$ cat config.mk
export PLATFORM = sky130hd
export DESIGN_NAME = muldiv_unit_flat
export DESIGN_NICKNAME = d
export VERILOG_FILES = /design/src/rtl/muldiv_pkg.sv /design/src/rtl/muldiv_if.sv /design/src/rtl/muldiv_unit.sv /design/src/flat_wrapper.sv
export SDC_FILE = /design/constraint.sdc
export NUM_CORES = 1
export LEC_CHECK = 0
export ABC_AREA = 1
export CAP_MARGIN = 20
export CORE_MARGIN = 2
export CORE_UTILIZATION = 30
export DETAILED_ROUTE_END_ITERATION = 8
export GPL_TIMING_DRIVEN = 1
export SLEW_MARGIN = 20
export SYNTH_ARGS = -nofsm -noshare
export SYNTH_HDL_FRONTEND = slang
export SYNTH_SLANG_ARGS = --single-unit
$ cat constraint.sdc
create_clock -name clk -period 4.1 [get_ports clk]
set_input_delay 1.025 -clock clk [delete_from_list [all_inputs] [get_ports clk]]
set_output_delay 1.025 -clock clk [all_outputs]
set_load 0.1 [all_outputs]
$ cat src/rtl/muldiv_pkg.sv
// muldiv_pkg: shared constants and types for the RV32M multiply/divide unit.
//   - funct3 encodings MUL..REMU
//   - FSM state encoding (IDLE, CALC, DONE)
//   - XLEN and the special-case result constants
package muldiv_pkg;

  localparam int XLEN = 32;

  // funct3 encodings of the M extension
  localparam logic [2:0] MUL    = 3'd0;
  localparam logic [2:0] MULH   = 3'd1;
  localparam logic [2:0] MULHSU = 3'd2;
  localparam logic [2:0] MULHU  = 3'd3;
  localparam logic [2:0] DIV    = 3'd4;
  localparam logic [2:0] DIVU   = 3'd5;
  localparam logic [2:0] REM    = 3'd6;
  localparam logic [2:0] REMU   = 3'd7;

  typedef enum logic [1:0] {
    IDLE = 2'd0,
    CALC = 2'd1,
    DONE = 2'd2
  } state_t;

  // Quotient returned for a divide by zero, and the most negative integer
  localparam logic [XLEN-1:0] DIV0_QUOT = 32'hFFFF_FFFF;
  localparam logic [XLEN-1:0] INT_MIN   = 32'h8000_0000;

endpackage

$ cat src/rtl/muldiv_if.sv
// muldiv_if: request/response bundle between the operand-read stage and the
// multiply/divide unit, plus the register-bank write port it drives.
//   master: pipeline side (drives req_valid, funct3, rs1/rs2_data, rd_addr, flush)
//   slave : muldiv_unit side (drives req_ready, resp_valid, resp_data, resp_rd, resp_wr)
interface muldiv_if #(
  parameter int XLEN   = 32,
  parameter int REG_AW = 5
);

  logic              req_valid;
  logic              req_ready;
  logic [2:0]        funct3;
  logic [XLEN-1:0]   rs1_data;
  logic [XLEN-1:0]   rs2_data;
  logic [REG_AW-1:0] rd_addr;
  logic              flush;
  logic              resp_valid;
  logic [XLEN-1:0]   resp_data;
  logic [REG_AW-1:0] resp_rd;
  logic              resp_wr;

  modport master (
    output req_valid, funct3, rs1_data, rs2_data, rd_addr, flush,
    input  req_ready, resp_valid, resp_data, resp_rd, resp_wr
  );

  modport slave (
    input  req_valid, funct3, rs1_data, rs2_data, rd_addr, flush,
    output req_ready, resp_valid, resp_data, resp_rd, resp_wr
  );

endinterface

$ cat src/rtl/muldiv_unit.sv
// muldiv_unit: iterative RV32M multiply/divide execution unit.
// Accepts one operation while idle, iterates one bit per cycle for 32 cycles
// (shift-add multiply or restoring divide on operand magnitudes), applies the
// result sign and presents a one-cycle register-bank write.
// Ports:
//   clk, reset  clock and synchronous active-high reset
//   bus         muldiv_if.slave: request (req_valid/req_ready, funct3,
//               rs1_data, rs2_data, rd_addr, flush) and response
//               (resp_valid, resp_data, resp_rd, resp_wr)
module muldiv_unit #(
  parameter int XLEN   = 32,   // only 32 is supported
  parameter int REG_AW = 5
) (
  input  logic    clk,
  input  logic    reset,
  muldiv_if.slave bus
);

  import muldiv_pkg::*;

  localparam int CW = $clog2(XLEN);

  state_t              state_reg;
  logic [CW-1:0]       count_reg;
  logic [2:0]          op_reg;
  logic [REG_AW-1:0]   rd_reg;
  logic                neg_q_reg;     // negate product / quotient
  logic                neg_r_reg;     // negate remainder
  // Multiply: {partial product, remaining multiplier bits}.
  // Divide:   {partial remainder, dividend bits shifting into quotient}.
  logic [2*XLEN-1:0]   acc_reg;
  logic [XLEN-1:0]     opnd_reg;      // multiplicand or divisor magnitude
  logic [XLEN-1:0]     resp_data_reg;
  logic [REG_AW-1:0]   resp_rd_reg;

  // Accept-cycle decode
  logic                accept;
  logic                a_signed, b_signed, a_neg, b_neg;
  logic [XLEN-1:0]     a_mag, b_mag;
  logic                is_div, div_by_zero, div_ovf, special;
  logic [XLEN-1:0]     special_data;

  // One iteration of the shared datapath
  logic [XLEN:0]       mul_sum;
  logic [2*XLEN-1:0]   mul_step;
  logic [2*XLEN:0]     div_shift;
  logic                div_ge;
  logic [XLEN-1:0]     div_sub;
  logic [2*XLEN-1:0]   div_step;
  logic [2*XLEN-1:0]   acc_step;

  // Sign fix-up of the final iteration's value
  logic [2*XLEN-1:0]   prod;
  logic [XLEN-1:0]     quot, rem;
  logic [XLEN-1:0]     final_data;

  assign accept = (state_reg == IDLE) && bus.req_valid && !bus.flush;

  always_comb begin
    a_signed = 1'b0;
    b_signed = 1'b0;
    case (bus.funct3)
      MUL, MULH, DIV, REM: begin
        a_signed = 1'b1;
        b_signed = 1'b1;
      end
      MULHSU:  a_signed = 1'b1;
      default: ;
    endcase
    a_neg = a_signed && bus.rs1_data[XLEN-1];
    b_neg = b_signed && bus.rs2_data[XLEN-1];
    // Two's-complement absolute value; INT_MIN maps onto itself, which is the
    // correct unsigned magnitude.
    a_mag = a_neg ? -bus.rs1_data : bus.rs1_data;
    b_mag = b_neg ? -bus.rs2_data : bus.rs2_data;

    is_div      = bus.funct3[2];
    div_by_zero = is_div && (bus.rs2_data == '0);
    div_ovf     = ((bus.funct3 == DIV) || (bus.funct3 == REM)) &&
                  (bus.rs1_data == INT_MIN) && (bus.rs2_data == '1);
    special     = div_by_zero || div_ovf;

    // funct3[1] distinguishes REM/REMU from DIV/DIVU
    special_data = '0;
    if (div_by_zero)
      special_data = bus.funct3[1] ? bus.rs1_data : DIV0_QUOT;
    else if (div_ovf)
      special_data = bus.funct3[1] ? '0 : INT_MIN;
  end

  always_comb begin
    // Shift-add: add multiplicand into the upper half when the current
    // multiplier bit (acc bit 0) is set, then shift everything right.
    mul_sum  = {1'b0, acc_reg[2*XLEN-1:XLEN]} +
               (acc_reg[0] ? {1'b0, opnd_reg} : '0);
    mul_step = {mul_sum, acc_reg[XLEN-1:1]};

    // Restoring divide: shift left, try subtracting the divisor from the
    // (XLEN+1)-bit partial remainder, keep the difference if it fits.
    div_shift = {acc_reg, 1'b0};
    div_ge    = div_shift[2*XLEN:XLEN] >= {1'b0, opnd_reg};
    div_sub   = div_shift[2*XLEN-1:XLEN] - opnd_reg;
    div_step  = div_ge ? {div_sub, div_shift[XLEN-1:1], 1'b1}
                       : div_shift[2*XLEN-1:0];

    acc_step = op_reg[2] ? div_step : mul_step;

    prod = neg_q_reg ? -acc_step : acc_step;
    quot = neg_q_reg ? -acc_step[XLEN-1:0] : acc_step[XLEN-1:0];
    rem  = neg_r_reg ? -acc_step[2*XLEN-1:XLEN] : acc_step[2*XLEN-1:XLEN];

    final_data = rem;
    case (op_reg)
      MUL:                final_data = prod[XLEN-1:0];
      MULH, MULHSU, MULHU: final_data = prod[2*XLEN-1:XLEN];
      DIV, DIVU:          final_data = quot;
      default:            final_data = rem;
    endcase
  end

  always_ff @(posedge clk) begin
    if (reset) begin
      state_reg     <= IDLE;
      count_reg     <= '0;
      op_reg        <= MUL;
      rd_reg        <= '0;
      neg_q_reg     <= 1'b0;
      neg_r_reg     <= 1'b0;
      acc_reg       <= '0;
      opnd_reg      <= '0;
      resp_data_reg <= '0;
      resp_rd_reg   <= '0;
    end else begin
      case (state_reg)
        IDLE: begin
          if (accept) begin
            op_reg    <= bus.funct3;
            rd_reg    <= bus.rd_addr;
            neg_q_reg <= a_neg ^ b_neg;
            neg_r_reg <= a_neg;
            count_reg <= '0;
            if (is_div) begin
              acc_reg  <= {{XLEN{1'b0}}, a_mag};
              opnd_reg <= b_mag;
            end else begin
              acc_reg  <= {{XLEN{1'b0}}, b_mag};
              opnd_reg <= a_mag;
            end
            if (special) begin
              resp_data_reg <= special_data;
              resp_rd_reg   <= bus.rd_addr;
              state_reg     <= DONE;
            end else begin
              state_reg     <= CALC;
            end
          end
        end
        CALC: begin
          if (bus.flush) begin
            state_reg <= IDLE;
            count_reg <= '0;
          end else begin
            acc_reg   <= acc_step;
            count_reg <= count_reg + 1'b1;
            if (count_reg == CW'(XLEN - 1)) begin
              resp_data_reg <= final_data;
              resp_rd_reg   <= rd_reg;
              state_reg     <= DONE;
            end
          end
        end
        default: begin
          state_reg <= IDLE;
          count_reg <= '0;
        end
      endcase
    end
  end

  // A flush in the DONE cycle kills that cycle's write.
  assign bus.req_ready  = (state_reg == IDLE);
  assign bus.resp_valid = (state_reg == DONE) && !bus.flush;
  assign bus.resp_data  = resp_data_reg;
  assign bus.resp_rd    = resp_rd_reg;
  assign bus.resp_wr    = bus.resp_valid && (resp_rd_reg != '0);

endmodule

$ cat src/flat_wrapper.sv
// flat-port wrapper written by rule: the top's interface ports become plain ports
module muldiv_unit_flat import muldiv_pkg::*;
#(
  parameter int XLEN   = 32,                          
  parameter int REG_AW = 5
)
  (clk, reset, bus_req_valid, bus_funct3, bus_rs1_data, bus_rs2_data, bus_rd_addr, bus_flush, bus_req_ready, bus_resp_valid, bus_resp_data, bus_resp_rd, bus_resp_wr);
  muldiv_if #(.XLEN(XLEN), .REG_AW(REG_AW)) bus_i ();
  input  logic clk;
  input  logic reset;
  input wire logic [$bits(bus_i.req_valid)-1:0] bus_req_valid;
  input wire logic [$bits(bus_i.funct3)-1:0] bus_funct3;
  input wire logic [$bits(bus_i.rs1_data)-1:0] bus_rs1_data;
  input wire logic [$bits(bus_i.rs2_data)-1:0] bus_rs2_data;
  input wire logic [$bits(bus_i.rd_addr)-1:0] bus_rd_addr;
  input wire logic [$bits(bus_i.flush)-1:0] bus_flush;
  output wire logic [$bits(bus_i.req_ready)-1:0] bus_req_ready;
  output wire logic [$bits(bus_i.resp_valid)-1:0] bus_resp_valid;
  output wire logic [$bits(bus_i.resp_data)-1:0] bus_resp_data;
  output wire logic [$bits(bus_i.resp_rd)-1:0] bus_resp_rd;
  output wire logic [$bits(bus_i.resp_wr)-1:0] bus_resp_wr;
  assign bus_i.req_valid = bus_req_valid;
  assign bus_i.funct3 = bus_funct3;
  assign bus_i.rs1_data = bus_rs1_data;
  assign bus_i.rs2_data = bus_rs2_data;
  assign bus_i.rd_addr = bus_rd_addr;
  assign bus_i.flush = bus_flush;
  assign bus_req_ready = bus_i.req_ready;
  assign bus_resp_valid = bus_i.resp_valid;
  assign bus_resp_data = bus_i.resp_data;
  assign bus_resp_rd = bus_i.resp_rd;
  assign bus_resp_wr = bus_i.resp_wr;
  muldiv_unit #(.XLEN(XLEN), .REG_AW(REG_AW)) u_core (.clk(clk), .reset(reset), .bus(bus_i));
endmodule
==> results_dict.tcl <==
set metrics [dict create \
    clock_latency_ns 0.49 \
    grtUsageTotal_pct 27.9 \
    drive_gt1_share_pct 17.6 \
    synth_compound_area_share_pct 16.7 \
    hold_class "register to register" \
    wl_per_cell_um 19.9 \
    p_leak_nw 12.1 \
    ys_top_cells_by_area "nand2_1, dfxtp_1, inv_1, nand3_1, a21oi_1" \
    dr.pass1.iters 6 \
    end_kind "register" \
    drt_iter0_drc 2781 \
    root_buffer "clkbuf_16" \
    mappedNetlistArea_um2 18200 \
    io_pins 116 \
    drc 0 \
    synth-edff-count 0 \
    synth_top_cell_area_share_pct 22.0 \
    synthAdderAreaFrac_pct 5.10 \
    post-route-period-util_pct 96.5 \
    synth_most_common_cell "nand2_1" \
    worst_pin_slew_ns 1.13 \
    num_rows 90 \
    syn_avg_cell_area_um2 5.43 \
    fin_nets 3865 \
    synth-xor-area-share_pct 4.81 \
    n_fill_cell 6686 \
    gp_congestion 1.03 \
    cts.sinks 150 \
    ys_ff_latch 150 \
    die_width_um 250 \
    synth-simple-area-share_pct 42.9 \
    antenna_found_initial 2 \
    critPathArrivalTime_ns 4.37 \
    cts_max_level 4 \
    synth_mux_area_share_pct 0.0550 \
    startpoint_type "register" \
    synth_top_family_by_area "simple AND/OR/NAND/NOR gates" \
    grt_pass1_vias 21700 \
    cts_tree "built" \
    outcome "finished clean" \
    clockBufferDepth 2 \
    routed-wl-met2_mm 38.9 \
    drv_cap 0 \
    async_flop_share_pct 0 \
    skew_ns 0.0168 \
    maxSlewViolCount 0 \
    grt_pass1_wl_mm 133 \
    period_minus_slack_ns 3.95 \
    p_per_area_nw_per_um2 281 \
    wl_met3_mm 7.25 \
    synth_nets 3497 \
    finalSetupViolCount 0 \
    max_slew_margin_pct 24.6 \
    ys_seq_area_share_pct 16.5 \
    overflow 0 \
    yosysTopAreaCell "nand2_1" \
    largest_reg_flops 64 \
    max_freq_mhz 253 \
    top_layer "met4" \
    syn2layout_area_growth_pct 31.1 \
    required_ns 4.52 \
    synth_flop_cell "dfxtp_1" \
    die_y_um 250 \
    start_util_pct 30.3 \
    fin_util_pct 39.7 \
    clkTransAtPathRegs_ns 0.08 \
    portBuffers 115 \
    ir_drop_v 0.000292 \
    fp.dieArea_um2 62600 \
    ys_top_cells_by_count "nand2_1, inv_1, nand3_1, nor2_1, a21oi_1" \
    cp_max_fo 21 \
    synth_cell_types 58 \
    ant_nets 0 \
    routed_via_density 5.19 \
    postCtsHoldBufs 0 \
    final_cells 4512 \
    grt_max_degree 74 \
    wl_met1_mm 38.2 \
    coreArea_um2 60100 \
    critPathKind "register to register" \
    cts_made_buffers 17 \
    ys_warn_count 0 \
    grt_setup_unrepaired "yes" \
    routed_wl_mm 89.8 \
    final_hold_viol_count 0 \
    holdWs_ns 0.468 \
    dp.cells 4469 \
    syn-instance-count 3348 \
    vias 23400 \
    dp_hpwl_mm 73.6 \
]
==> cell families after synthesis <==
| logic type | after synthesis |
|---|---|
| multiplexers | 1 |
| AO/OA/AOI/OAI | 540 |
| flip-flops | 150 |
| buffers and inverters | 649 |
| XOR/XNOR | 100 |
| AND/OR/NAND/NOR | 1835 |
| adder cells (fa/ha/maj) | 73 |
==> metal layers <==
layer  up-vias  GRT usage (%)
li1      11500              -
met1     10600           36.9
met2      1126           43.7
met3       204           4.09
met4         0           15.1
met5         -              0
==> cell usage in the layout, fill, tap and decap left out, types with 24 or more instances in the layout <==
cell	n
ha_1	38
clkdlybuf4s50_1	111
ha_4	30
a31oi_1	24
dfxtp_1	104
buf_4	362
nand4_1	59
dfxtp_2	44
nand2_1	1033
nor3_1	32
inv_2	32
o21ai_0	169
nand2_2	51
nand3_1	282
a21oi_1	225
xor2_1	83
nor2_1	273
o211ai_1	45
inv_1	477
==> critical path: stages (launching register included) <==
cell     delay (ns)
dfxtp_1        0.44
ha_4           0.26
nand2_1        0.09
nor2_1         0.07
nand2_1        0.10
nor2_1         0.05
nand2_1        0.08
nand2_2        0.07
a21oi_4        0.18
buf_4          0.32
nand2_4        0.10
buf_4          0.17
buf_4          0.14
nand2_1        0.09
nand2_1        0.06
nand2_1        0.05
nand2_1        0.18
nor2_2         0.26
nand2_1        0.14
nor2_2         0.19
nand2_1        0.09
nand2_2        0.14
nand2_1        0.08
xor2_1         0.14
nand2_1        0.06
nand3_1        0.14
a21oi_1        0.18
==> final timing paths <==
check,depth (start not counted),startpoint,endpoint,slack [ns]
setup reg to reg,26,u_core.acc_reg[47],u_core.bus.resp_data[18],0.15
hold / removal,2,u_core.count_reg[3],u_core.count_reg[3],0.47
setup / recovery,26,u_core.acc_reg[47],u_core.bus.resp_data[18],0.15
hold reg to reg,2,u_core.count_reg[3],u_core.count_reg[3],0.47
==> timing repair <==
item,4_1_cts,5_1_grt
setup buffers,2,10
endpoints found under the setup margin,13,33
resized for setup,3,164
pin swaps,3,42
==> cell type report <==
| cell class | count | area [um^2] | share of cell area [%] |
|---|---|---|---|
| antenna | 1 | 2.50 | 0.0105 |
| clock buffer | 17 | 425 | 1.78 |
| clock inverter | 15 | 183 | 0.766 |
| inverter | 514 | 1930 | 8.10 |
| multi-input combinational | 2549 | 13300 | 55.6 |
| sequential | 150 | 3070 | 12.9 |
| tap | 782 | 978 | 4.10 |
| timing repair buffer | 484 | 4010 | 16.8 |
==> power by group <==
group	leakage [nW]	switching [W]	total [W]	internal (W)
combinational	10.6	0.00222	0.00340	0.00118
clock	0.300	0.000830	0.00171	0.000876
sequential	1.24	0.0000703	0.00160	0.00153
==> stage by stage <==
stage	setup TNS [ns]	total power, W	worst slack, ns	instance area, um^2
2_1_floorplan	0	0.00350	0.426	18200
3_3_place_gp	-0.332	0.00484	-0.0779	22500
3_5_place_dp	-3.74	0.00483	-0.193	22500
4_1_cts	0	0.00655	0.00728	23200
5_1_grt	-0.566	0.00704	-0.110	23800
6_report	0	0.00671	0.145	23900
No activity file was read; power rests on OpenSTA's default activity.
